[config.mk]
export PLATFORM = sky130hd
export DESIGN_NAME = spike_event_encoder_flat
export DESIGN_NICKNAME = d
export VERILOG_FILES = /design/src/rtl/spike_event_encoder_if.sv /design/src/rtl/spike_event_encoder.sv /design/src/flat_wrapper.sv
export SDC_FILE = /design/constraint.sdc
export NUM_CORES = 1
export LEC_CHECK = 0
export CELL_PAD_IN_SITES_DETAIL_PLACEMENT = 2
export CELL_PAD_IN_SITES_GLOBAL_PLACEMENT = 2
export CORE_MARGIN = 1
export CORE_UTILIZATION = 42
export DETAILED_ROUTE_END_ITERATION = 12
export HOLD_SLACK_MARGIN = 0.1
export PLACE_DENSITY_LB_ADDON = 0.1
export SYNTH_ARGS = -nofsm -noshare
export SYNTH_HDL_FRONTEND = slang
export SYNTH_SLANG_ARGS = --single-unit
[constraint.sdc]
create_clock -name clk -period 4.7 [get_ports clk]
set_clock_uncertainty 0.15 [all_clocks]
set_input_delay 0.94 -clock clk [delete_from_list [all_inputs] [get_ports clk]]
set_output_delay 0.94 -clock clk [all_outputs]
set_load 0.05 [all_outputs]
[src/rtl/spike_event_encoder_if.sv]
// Bundled sample / spike / ISI-stream / rate signals for spike_event_encoder.
// The encoder takes the slave side and the stimulus or consumer takes the master side.
interface spike_event_encoder_if #(
  parameter int ISI_W = 12
);
  logic                    v_valid;
  logic signed [7:0]       v_in;
  logic                    spike;
  logic                    isi_valid;
  logic        [ISI_W-1:0] isi_data;
  logic                    isi_ready;
  logic        [7:0]       rate_count;
  logic                    rate_valid;
  logic                    ovf;

  modport slave (
    input  v_valid, v_in, isi_ready,
    output spike, isi_valid, isi_data, rate_count, rate_valid, ovf
  );

  modport master (
    output v_valid, v_in, isi_ready,
    input  spike, isi_valid, isi_data, rate_count, rate_valid, ovf
  );
endinterface

[src/rtl/spike_event_encoder.sv]
// Threshold spike detector with refractory re-arm, inter-spike-interval FIFO and
// optional windowed spike-rate counter (enabled by defining SPIKE_RATE_EN).
module spike_event_encoder #(
  parameter logic signed [7:0] THRESH     = 8'sd19,
  parameter logic signed [7:0] REARM      = -8'sd16,
  parameter int                ISI_W      = 12,
  parameter int                FIFO_DEPTH = 4,
  parameter int                WIN_LOG2   = 8
) (
  input  logic                  clk,
  input  logic                  rst_n,
  spike_event_encoder_if.slave  bus
);

  localparam logic [1:0] S_NOPREV  = 2'd0;
  localparam logic [1:0] S_ARMED   = 2'd1;
  localparam logic [1:0] S_REFRACT = 2'd2;

  localparam int               AW       = $clog2(FIFO_DEPTH);
  localparam logic [AW:0]      FULL_CNT = (AW+1)'(FIFO_DEPTH);
  localparam logic [ISI_W-1:0] CNT_MAX  = {{(ISI_W-1){1'b1}}, 1'b0};

  logic [1:0]       r_state;
  logic             r_spike;
  logic [ISI_W-1:0] r_isi_cnt;
  logic [ISI_W-1:0] r_mem [FIFO_DEPTH];
  logic [AW-1:0]    r_wr_ptr;
  logic [AW-1:0]    r_rd_ptr;
  logic [AW:0]      r_count;
  logic             r_ovf;

  logic w_qual, w_fire, w_push, w_pop, w_full, w_wr;

  assign w_qual = bus.v_valid && (bus.v_in > THRESH);
  assign w_fire = w_qual && (r_state != S_REFRACT);
  // The very first spike has no predecessor, so it produces no interval.
  assign w_push = w_fire && (r_state == S_ARMED);
  assign w_pop  = (r_count != '0) && bus.isi_ready;
  assign w_full = (r_count == FULL_CNT);
  assign w_wr   = w_push && (!w_full || w_pop);

  always_ff @(posedge clk) begin
    if (!rst_n) begin
      r_state <= S_NOPREV;
    end else if (bus.v_valid) begin
      case (r_state)
        S_NOPREV, S_ARMED: if (w_qual) r_state <= S_REFRACT;
        S_REFRACT:         if (bus.v_in <= REARM) r_state <= S_ARMED;
        default:           r_state <= S_NOPREV;
      endcase
    end
  end

  always_ff @(posedge clk) begin
    if (!rst_n) begin
      r_spike   <= 1'b0;
      r_isi_cnt <= '0;
    end else begin
      r_spike <= w_fire;
      if (w_fire)
        r_isi_cnt <= '0;
      else if (bus.v_valid && r_isi_cnt != CNT_MAX)
        r_isi_cnt <= r_isi_cnt + 1'b1;
    end
  end

  // Stored value is the sample-index distance, hence counter + 1.
  always_ff @(posedge clk) begin
    if (w_wr) r_mem[r_wr_ptr] <= r_isi_cnt + 1'b1;
  end

  always_ff @(posedge clk) begin
    if (!rst_n) begin
      r_wr_ptr <= '0;
      r_rd_ptr <= '0;
      r_count  <= '0;
      r_ovf    <= 1'b0;
    end else begin
      if (w_wr)  r_wr_ptr <= r_wr_ptr + 1'b1;
      if (w_pop) r_rd_ptr <= r_rd_ptr + 1'b1;
      case ({w_wr, w_pop})
        2'b10:   r_count <= r_count + 1'b1;
        2'b01:   r_count <= r_count - 1'b1;
        default: r_count <= r_count;
      endcase
      if (w_push && w_full && !w_pop) r_ovf <= 1'b1;
    end
  end

  assign bus.spike     = r_spike;
  assign bus.isi_valid = (r_count != '0);
  assign bus.isi_data  = r_mem[r_rd_ptr];
  assign bus.ovf       = r_ovf;

`ifdef SPIKE_RATE_EN
  logic [WIN_LOG2-1:0] r_win_cnt;
  logic [7:0]          r_spk_cnt;
  logic [7:0]          r_rate_count;
  logic                r_rate_valid;
  logic [7:0]          w_spk_next;

  // Saturating count that already includes a spike on the current sample.
  assign w_spk_next = (w_fire && r_spk_cnt != 8'hFF) ? r_spk_cnt + 8'd1 : r_spk_cnt;

  always_ff @(posedge clk) begin
    if (!rst_n) begin
      r_win_cnt    <= '0;
      r_spk_cnt    <= '0;
      r_rate_count <= '0;
      r_rate_valid <= 1'b0;
    end else begin
      r_rate_valid <= 1'b0;
      if (bus.v_valid) begin
        r_win_cnt <= r_win_cnt + 1'b1;
        if (&r_win_cnt) begin
          r_rate_count <= w_spk_next;
          r_rate_valid <= 1'b1;
          r_spk_cnt    <= '0;
        end else begin
          r_spk_cnt <= w_spk_next;
        end
      end
    end
  end

  assign bus.rate_count = r_rate_count;
  assign bus.rate_valid = r_rate_valid;
`else
  assign bus.rate_count = 8'd0;
  assign bus.rate_valid = 1'b0;
`endif

endmodule

[src/flat_wrapper.sv]
// flat-port wrapper written by rule: the top's interface ports become plain ports
module spike_event_encoder_flat 
#(
  parameter logic signed [7:0] THRESH     = 8'sd19,
  parameter logic signed [7:0] REARM      = -8'sd16,
  parameter int                ISI_W      = 12,
  parameter int                FIFO_DEPTH = 4,
  parameter int                WIN_LOG2   = 8
)
  (clk, rst_n, bus_v_valid, bus_v_in, bus_isi_ready, bus_spike, bus_isi_valid, bus_isi_data, bus_rate_count, bus_rate_valid, bus_ovf);
  spike_event_encoder_if #(.ISI_W(ISI_W)) bus_i ();
  input  logic clk;
  input  logic rst_n;
  input wire logic [$bits(bus_i.v_valid)-1:0] bus_v_valid;
  input wire logic [$bits(bus_i.v_in)-1:0] bus_v_in;
  input wire logic [$bits(bus_i.isi_ready)-1:0] bus_isi_ready;
  output wire logic [$bits(bus_i.spike)-1:0] bus_spike;
  output wire logic [$bits(bus_i.isi_valid)-1:0] bus_isi_valid;
  output wire logic [$bits(bus_i.isi_data)-1:0] bus_isi_data;
  output wire logic [$bits(bus_i.rate_count)-1:0] bus_rate_count;
  output wire logic [$bits(bus_i.rate_valid)-1:0] bus_rate_valid;
  output wire logic [$bits(bus_i.ovf)-1:0] bus_ovf;
  assign bus_i.v_valid = bus_v_valid;
  assign bus_i.v_in = bus_v_in;
  assign bus_i.isi_ready = bus_isi_ready;
  assign bus_spike = bus_i.spike;
  assign bus_isi_valid = bus_i.isi_valid;
  assign bus_isi_data = bus_i.isi_data;
  assign bus_rate_count = bus_i.rate_count;
  assign bus_rate_valid = bus_i.rate_valid;
  assign bus_ovf = bus_i.ovf;
  spike_event_encoder #(.THRESH(THRESH), .REARM(REARM), .ISI_W(ISI_W), .FIFO_DEPTH(FIFO_DEPTH), .WIN_LOG2(WIN_LOG2)) u_core (.clk(clk), .rst_n(rst_n), .bus(bus_i));
endmodule
==> results of run 1 <==
-- worst reg2reg max path: cells and delay by family (launching register included) --
family | cells | cell delay [ps]
XOR/XNOR | 1 | 170
AND/OR/NAND/NOR | 2 | 960
buffers and inverters | 2 | 200
AO/OA/AOI/OAI | 2 | 420
flip-flops | 1 | 440
adder cells (fa/ha/maj) | 2 | 580
-- registers in the layout, indices dropped and copies added, names as in the netlist, named ones only --
register,cells
u_core.r_isi_cnt,12
u_core.r_count,3
u_core.r_rd_ptr,2
u_core.r_wr_ptr,2
u_core.bus.ovf,1
u_core.bus.spike,1
u_core.r_state,2
u_core.r_mem,48
-- synth_stat cells, types with 2 or more instances --
| library cell | n | area (um2) |
|---|---|---|
| a211oi_1 | 2 | 15.0 |
| a21boi_0 | 2 | 15.0 |
| a21oi_1 | 8 | 40.0 |
| a31oi_1 | 3 | 18.8 |
| and2_1 | 11 | 68.8 |
| and4_1 | 2 | 17.5 |
| buf_2 | 2 | 10.0 |
| buf_4 | 12 | 90.1 |
| clkbuf_1 | 2 | 7.51 |
| clkbuf_2 | 2 | 10.0 |
| dfxtp_1 | 25 | 500 |
| edfxtp_1 | 48 | 1440 |
| ha_1 | 7 | 87.6 |
| inv_1 | 12 | 45.0 |
| mux4_2 | 12 | 270 |
| nand2_1 | 6 | 22.5 |
| nand2b_1 | 2 | 12.5 |
| nand3_1 | 10 | 50.1 |
| nand4_1 | 4 | 25.0 |
| nor2_1 | 11 | 41.3 |
| nor3_1 | 3 | 15.0 |
| o21ai_0 | 9 | 45.0 |
| o31a_1 | 2 | 17.5 |
| o31ai_1 | 2 | 15.0 |
| or3_1 | 4 | 25.0 |
| or4_1 | 2 | 15.0 |
| xnor2_1 | 11 | 96.3 |
| xor2_1 | 8 | 70.1 |
-- final timing paths --
| check | to | slack, ps | cells past startpoint |
|---|---|---|---|
| hold reg to reg | u_core.r_wr_ptr[1]$_SDFFE_PN0P_ | 370 | 2 |
| setup reg to reg | u_core.r_count[2]$_SDFFE_PN0P_ | 1690 | 9 |
| setup / recovery | bus_isi_data[7] | 1050 | 2 |
| hold / removal | u_core.r_wr_ptr[1]$_SDFFE_PN0P_ | 370 | 2 |
-- power by group through the flow --
stage,logic [W],clock network (W),registers (W)
floorplan,0.0000470,0,0.000703
global placement,0.0000603,0,0.000704
detailed placement,0.0000639,0,0.000704
CTS,0.0000645,0.000571,0.000689
global route,0.0000686,0.000598,0.000690
finish,0.0000636,0.000562,0.000689
-- cell families (layout without fill, tap and decap cells) --
group | after synthesis | in the layout | share of synthesized area, %
DFF | 73 | 73 | 59.6
and+or+nand+nor | 62 | 62 | 10.8
AOI/OAI and AO/OA | 34 | 34 | 7.49
buffers and inverters | 31 | 55 | 5.34
xor gates and xnor gates | 19 | 19 | 5.11
muxes | 12 | 12 | 8.29
adders and majority gates | 8 | 8 | 3.30
other | 1 | 9 | 0.115
-- layer usage --
layer / vias up / part of all wire, % / track usage [%] / wire, um
met1: 1041 / 46 / 30.8 / 3820
met5: - / 0 / 0 / 0
li1: 929 / - / - / -
met4: 0 / 0.72 / 7.26 / 59
met3: 4 / 3.4 / 3.38 / 277
met2: 44 / 50 / 35.9 / 4090
-- area by class of cell --
class | instances | area [um2] | area share [%]
Clock buffer | 10 | 128 | 3.39
Clock inverter | 6 | 90.1 | 2.39
Inverter | 12 | 45.0 | 1.20
Multi-Input combinational cell | 144 | 1170 | 31.1
Sequential cell | 73 | 1940 | 51.5
Tap cell | 99 | 124 | 3.29
Timing Repair Buffer | 27 | 268 | 7.10
-- metrics by stage --
step	cell area (um2)	util, %	power, W	hold WS [ps]
after global placement	3550	48.2	0.000764	357
final	3770	51.1	0.00131	373
after floorplan	3290	-	0.000750	319
after CTS	3770	51.1	0.00132	379
after global routing	3770	51.1	0.00136	418
after detailed placement	3550	48.2	0.000768	382
-- cells in the final DEF, fill, tap and decap left out, types with 2 or more instances in the layout --
cell type,instances
and2_1,11
o31a_1,2
nand2_1,6
nand3_1,10
inv_6,2
conb_1,9
o31ai_1,2
clkbuf_8,9
xnor2_1,11
a31oi_1,3
and4_1,2
mux4_2,12
or4_1,2
inv_1,12
o21ai_0,9
a21oi_1,8
ha_1,7
nand2b_1,2
bufinv_16,2
nor3_1,3
dfxtp_1,25
nand4_1,4
a211oi_1,2
a21boi_0,2
clkdlybuf4s50_1,26
edfxtp_1,48
xor2_1,8
nor2_1,11
or3_1,4
==> results.toml, run 1 <==
[place]
port_buffers = 26
placed_cells = 355
hpwlAfterDp_um = 5670
place_congestion = 0.734
dp_worst_setup_slack_ps = 887

[global_routing]
grt_first_pass_wirelength_um = 13300
grt_overflow_total = 0
via_count_of_the_first_global_routing_pass = 2249
antenna_found_initial = 0
globalRouteTotalUtil_pct = 22.2
grt_start_max_net_pins = 15

[clocking]
worst_setup_hold_path_clk_slew_ps = 90
clkLatencyLatePin_ps = 340
post-cts-setup-buffer-count = 0
clock_tree.htree_level_count = 3
tritoncts.num_buffers = 9
ctsResizeCount = 0
tritoncts = "built"
clk_path_buf_depth = 2
post_cts_hold_buffer_count = 0
clkSinkCount = 73
clock-root-buffer = "clkbuf_8"

[timing]
post-route-period-util_pct = 77.7
setup-tns-final_ps = 0
setup_viol_count_final = 0
slew_violations = 0
tightest_slew_ps = 820
max_freq_mhz = 274
final.setup.worst_slack_ps = 1050
min_period_ps = 3650
slew-limit-headroom_pct = 45.3
rsz0062_at_grt = "no"
hold_violations = 0

[setup_path]
worstReg2RegStart = "u_core.r_count[2]$_SDFFE_PN0P_"
timing.critical_path.arrival_ps = 2560
worstPathCellList = "mux4_2, clkdlybuf4s50_1"
crit_family = "flip-flops"
critical_path_buf_inv_count = 1
crit_type = "reg -> out"
worst_stage_delay_on_the_critical_path_ps = 870
crit_path_top_delay_cell = "dfxtp_1"
setup.worst_path.start_class = "register"
worst-path-max-fanout = 12
critical_path_required_ps = 3610
setup.worst_path.end_class = "output pin"

[synth]
synth_ff_type = "edfxtp_1"
synth.distinct_cells = 44
asyncSetResetFlopFracSynth_pct = 0
synth_cells = 240
synth.yosys.seq_area_share_pct = 59.6
postSynthRegisterBits = 73
netlist_area_um2 = 3260
ys.warnings.count = 0
syn_area_per_cell_um2 = 13.6
number_of_synthesized_flops_with_an_enable_pin = 48

[route]
routedWlPerCell_um = 22.2
drt-initial-drc-count = 112
vias = 2018
final_antenna_net_count = 0
detail_route.drc_violations = 0
drt-total-wl_um = 8250
detail_route.first_pass.iterations = 4
drt-vias-per-instance = 5.44

[power_and_ir_drop]
seq_power_share_pct = 52.4
intPower_w = 0.00100
power-per-cell-area_nw_per_um2 = 349
p_sw_share_pct = 23.5
switching_power_w = 0.000309
pwr-share-comb_pct = 4.8
total_leakage_power_nw = 1.29
clockPowerShare_pct = 42.7
max_vdd_drop_mv = 0.135

[final_layout]
final_cell_count_no_fill = 371
syn2layout_area_growth_pct = 15.7
insertedDiodeCount = 0
finalNetCount = 287
fillerInstances = 722
drive_above_1_share_pct = 12.1

[status]
run_status = "finished, final reports clean"

[flow_run]
cap_violations = 0

[floorplanning]
dieWidth_um = 90.1
die_area_um2 = 8110
start_util_pct = 44.2
top_level_ports = 36
floorplan.core_area_um2 = 7370
die_height_um = 90.1
fp-row-count = 31

[hold_path]
worst_hold_path_type = "reg -> reg"
hold_start = "u_core.r_wr_ptr[1]$_SDFFE_PN0P_"
No activity file was read; power rests on OpenSTA's default activity.
==> run 2, diff against run 1 <==
CORE_UTILIZATION = 35   (was 42)
clock period = 3 ns   (was 4.7 ns; I/O delays follow)
==> run 2 against run 1 <==
Compared with the run above: final cell count is 4.9% higher; die area up 20%; sequential power is 57% higher; worst setup slack got worse by 750 ps; hold slack lost 7.6 ps; register-to-register slack lost 1100 ps; first-iteration DRC count is 62% lower; core utilization decreased by 8.3 points; largest power group unchanged.
==> results.toml, run 2 (same netlist as run 1, synthesis figures left out) <==
[status]
run_status = "finished, final reports clean"

[setup_path]
timing.critical_path.arrival_ps = 2820
setup.worst_path.end_class = "register"
worst_stage_delay_on_the_critical_path_ps = 420
worst-path-max-fanout = 2
crit_path_top_delay_cell = "clkdlybuf4s50_1"
cell_depth_of_the_worst_flop_to_flop_path = 10
crit_family = "buffers and inverters"
r2r_setup_slack_ps = 570
setup.worst_path.start_class = "primary input"
critical_path_required_ps = 3120
worstPathCellList = "clkdlybuf4s50_1, nor4b_1, buf_4, a2111oi_4, inv_1, ha_1, inv_1, fa_1, xor2_1, or3_1, a21boi_0"
crit_type = "in -> reg"
cp_common_cell = "inv_1"
r2r_end = "u_core.r_count[2]$_SDFFE_PN0P_"
worstReg2RegStart = "u_core.r_count[0]$_SDFFE_PN0P_"
critical_path_buf_inv_count = 4

[floorplanning]
top_level_ports = 36
fp-row-count = 34
floorplan.core_area_um2 = 8850
start_util_pct = 36.8
die_height_um = 98.5
die_area_um2 = 9700
dieWidth_um = 98.5

[route]
drt-vias-per-instance = 5.10
final_antenna_net_count = 0
drt-initial-drc-count = 43
detail_route.drc_violations = 0
routedWlPerCell_um = 17.5
detail_route.first_pass.iterations = 6
drt-total-wl_um = 6820
vias = 1984

[place]
place_congestion = 0.705
hpwlAfterDp_um = 5060
port_buffers = 26
placed_cells = 373

[hold_path]
worst_hold_path_type = "reg -> reg"
worst_hold_path.num_cells = 2
min_delay_worst_endpoint = "u_core.r_wr_ptr[1]$_SDFFE_PN0P_"
hold_start = "u_core.r_wr_ptr[1]$_SDFFE_PN0P_"

[global_routing]
via_count_of_the_first_global_routing_pass = 2111
antenna_found_initial = 0
grt_start_max_net_pins = 15
grt_overflow_total = 0
globalRouteTotalUtil_pct = 15.4
grt_first_pass_wirelength_um = 11100

[final_layout]
final_cell_count_no_fill = 389
post-route-util_pct = 42.9
number_of_flip_flops_under_the_largest_register_name = 48
syn2layout_area_growth_pct = 16.5
fillerInstances = 894
drive_above_1_share_pct = 19.2
insertedDiodeCount = 0
final_common_cell = "edfxtp_1"
top_regs = "u_core.r_mem x48, u_core.r_isi_cnt x12, u_core.r_count x3"
largest_register = "u_core.r_mem"
highest_count_cells_in_the_layout_ignoring_fill_and_taps = "edfxtp_1 (48), dfxtp_1 (25), buf_4 (22)"
finalNetCount = 296

[timing]
tightest_slew_ps = 556
slew_violations = 0
max_freq_mhz = 370
hold_violations = 0
rsz0062_at_grt = "no"
min_period_ps = 2700
slew-limit-headroom_pct = 62.9
fin_worst_hold_slack_ps = 366
setup_viol_count_final = 0
post-route-period-util_pct = 90.1

[clocking]
ctsResizeCount = 0
worst_setup_hold_path_clk_slew_ps = 80
post-cts-setup-buffer-count = 0
post_cts_hold_buffer_count = 0
clock_tree.htree_level_count = 3
tritoncts.num_buffers = 9
clkLatencyLatePin_ps = 340
clock-root-buffer = "clkbuf_8"
clkSinkCount = 73
clk_path_buf_depth = 2
tritoncts = "built"

[power_and_ir_drop]
power-per-cell-area_nw_per_um2 = 513
total_leakage_power_nw = 1.34
max_vdd_drop_mv = 0.314

[flow_run]
cap_violations = 0
==> run 2: worst max path at each step <==
stage	from	to	cells after the start
floorplan	bus_isi_ready	u_core.r_count[2]$_SDFFE_PN0P_	9
global placement	bus_isi_ready	u_core.r_count[2]$_SDFFE_PN0P_	11
detailed placement	bus_isi_ready	u_core.r_count[2]$_SDFFE_PN0P_	11
CTS	bus_isi_ready	u_core.r_count[2]$_SDFFE_PN0P_	11
global route	bus_isi_ready	u_core.r_count[2]$_SDFFE_PN0P_	11
finish	bus_isi_ready	u_core.r_count[2]$_SDFFE_PN0P_	11
==> run 2: where the power goes <==
group | internal (W) | total, W | switching [W]
registers | 0.00107 | 0.00108 | 0.00000909
logic | 0.0000327 | 0.000100 | 0.0000676
clock network | 0.000387 | 0.000768 | 0.000381
total | 0.00149 | 0.00195 | 0.000458
==> run 2: metal layers <==
layer | global-route usage, % | share of wire, %
met4 | 5.86 | 1.1
met1 | 19.5 | 47
met2 | 25.8 | 50
met5 | 0 | 0
met3 | 3.26 | 2.2
==> run 2: through the flow <==
step           power [W]  area (um2)  worst slack (ps)  setup TNS, ps
6_report         0.00195        3790               298              0
5_1_grt          0.00202        3790               118              0
4_1_cts          0.00198        3790               278              0
3_5_place_dp     0.00120        3600              -106           -106
3_3_place_gp     0.00120        3600             -16.3          -16.3
2_1_floorplan    0.00117        3290               296              0
==> run 2: tightest hold or removal path, cell delays in order, from the launching register on <==
cell and delay (ps):
dfxtp_1 350, nand2_1 60, o21ai_0 60
==> run 2: cell type report <==
| class | count | area [um2] | share of cell area, % |
|---|---|---|---|
| Sequential cell | 73 | 1940 | 51.2 |
| Tap cell | 108 | 135 | 3.56 |
| Timing Repair Buffer | 36 | 305 | 8.04 |
| Clock inverter | 6 | 67.6 | 1.78 |
| Clock buffer | 10 | 128 | 3.36 |
| Inverter | 12 | 45.0 | 1.19 |
| Multi-Input combinational cell | 144 | 1170 | 30.9 |
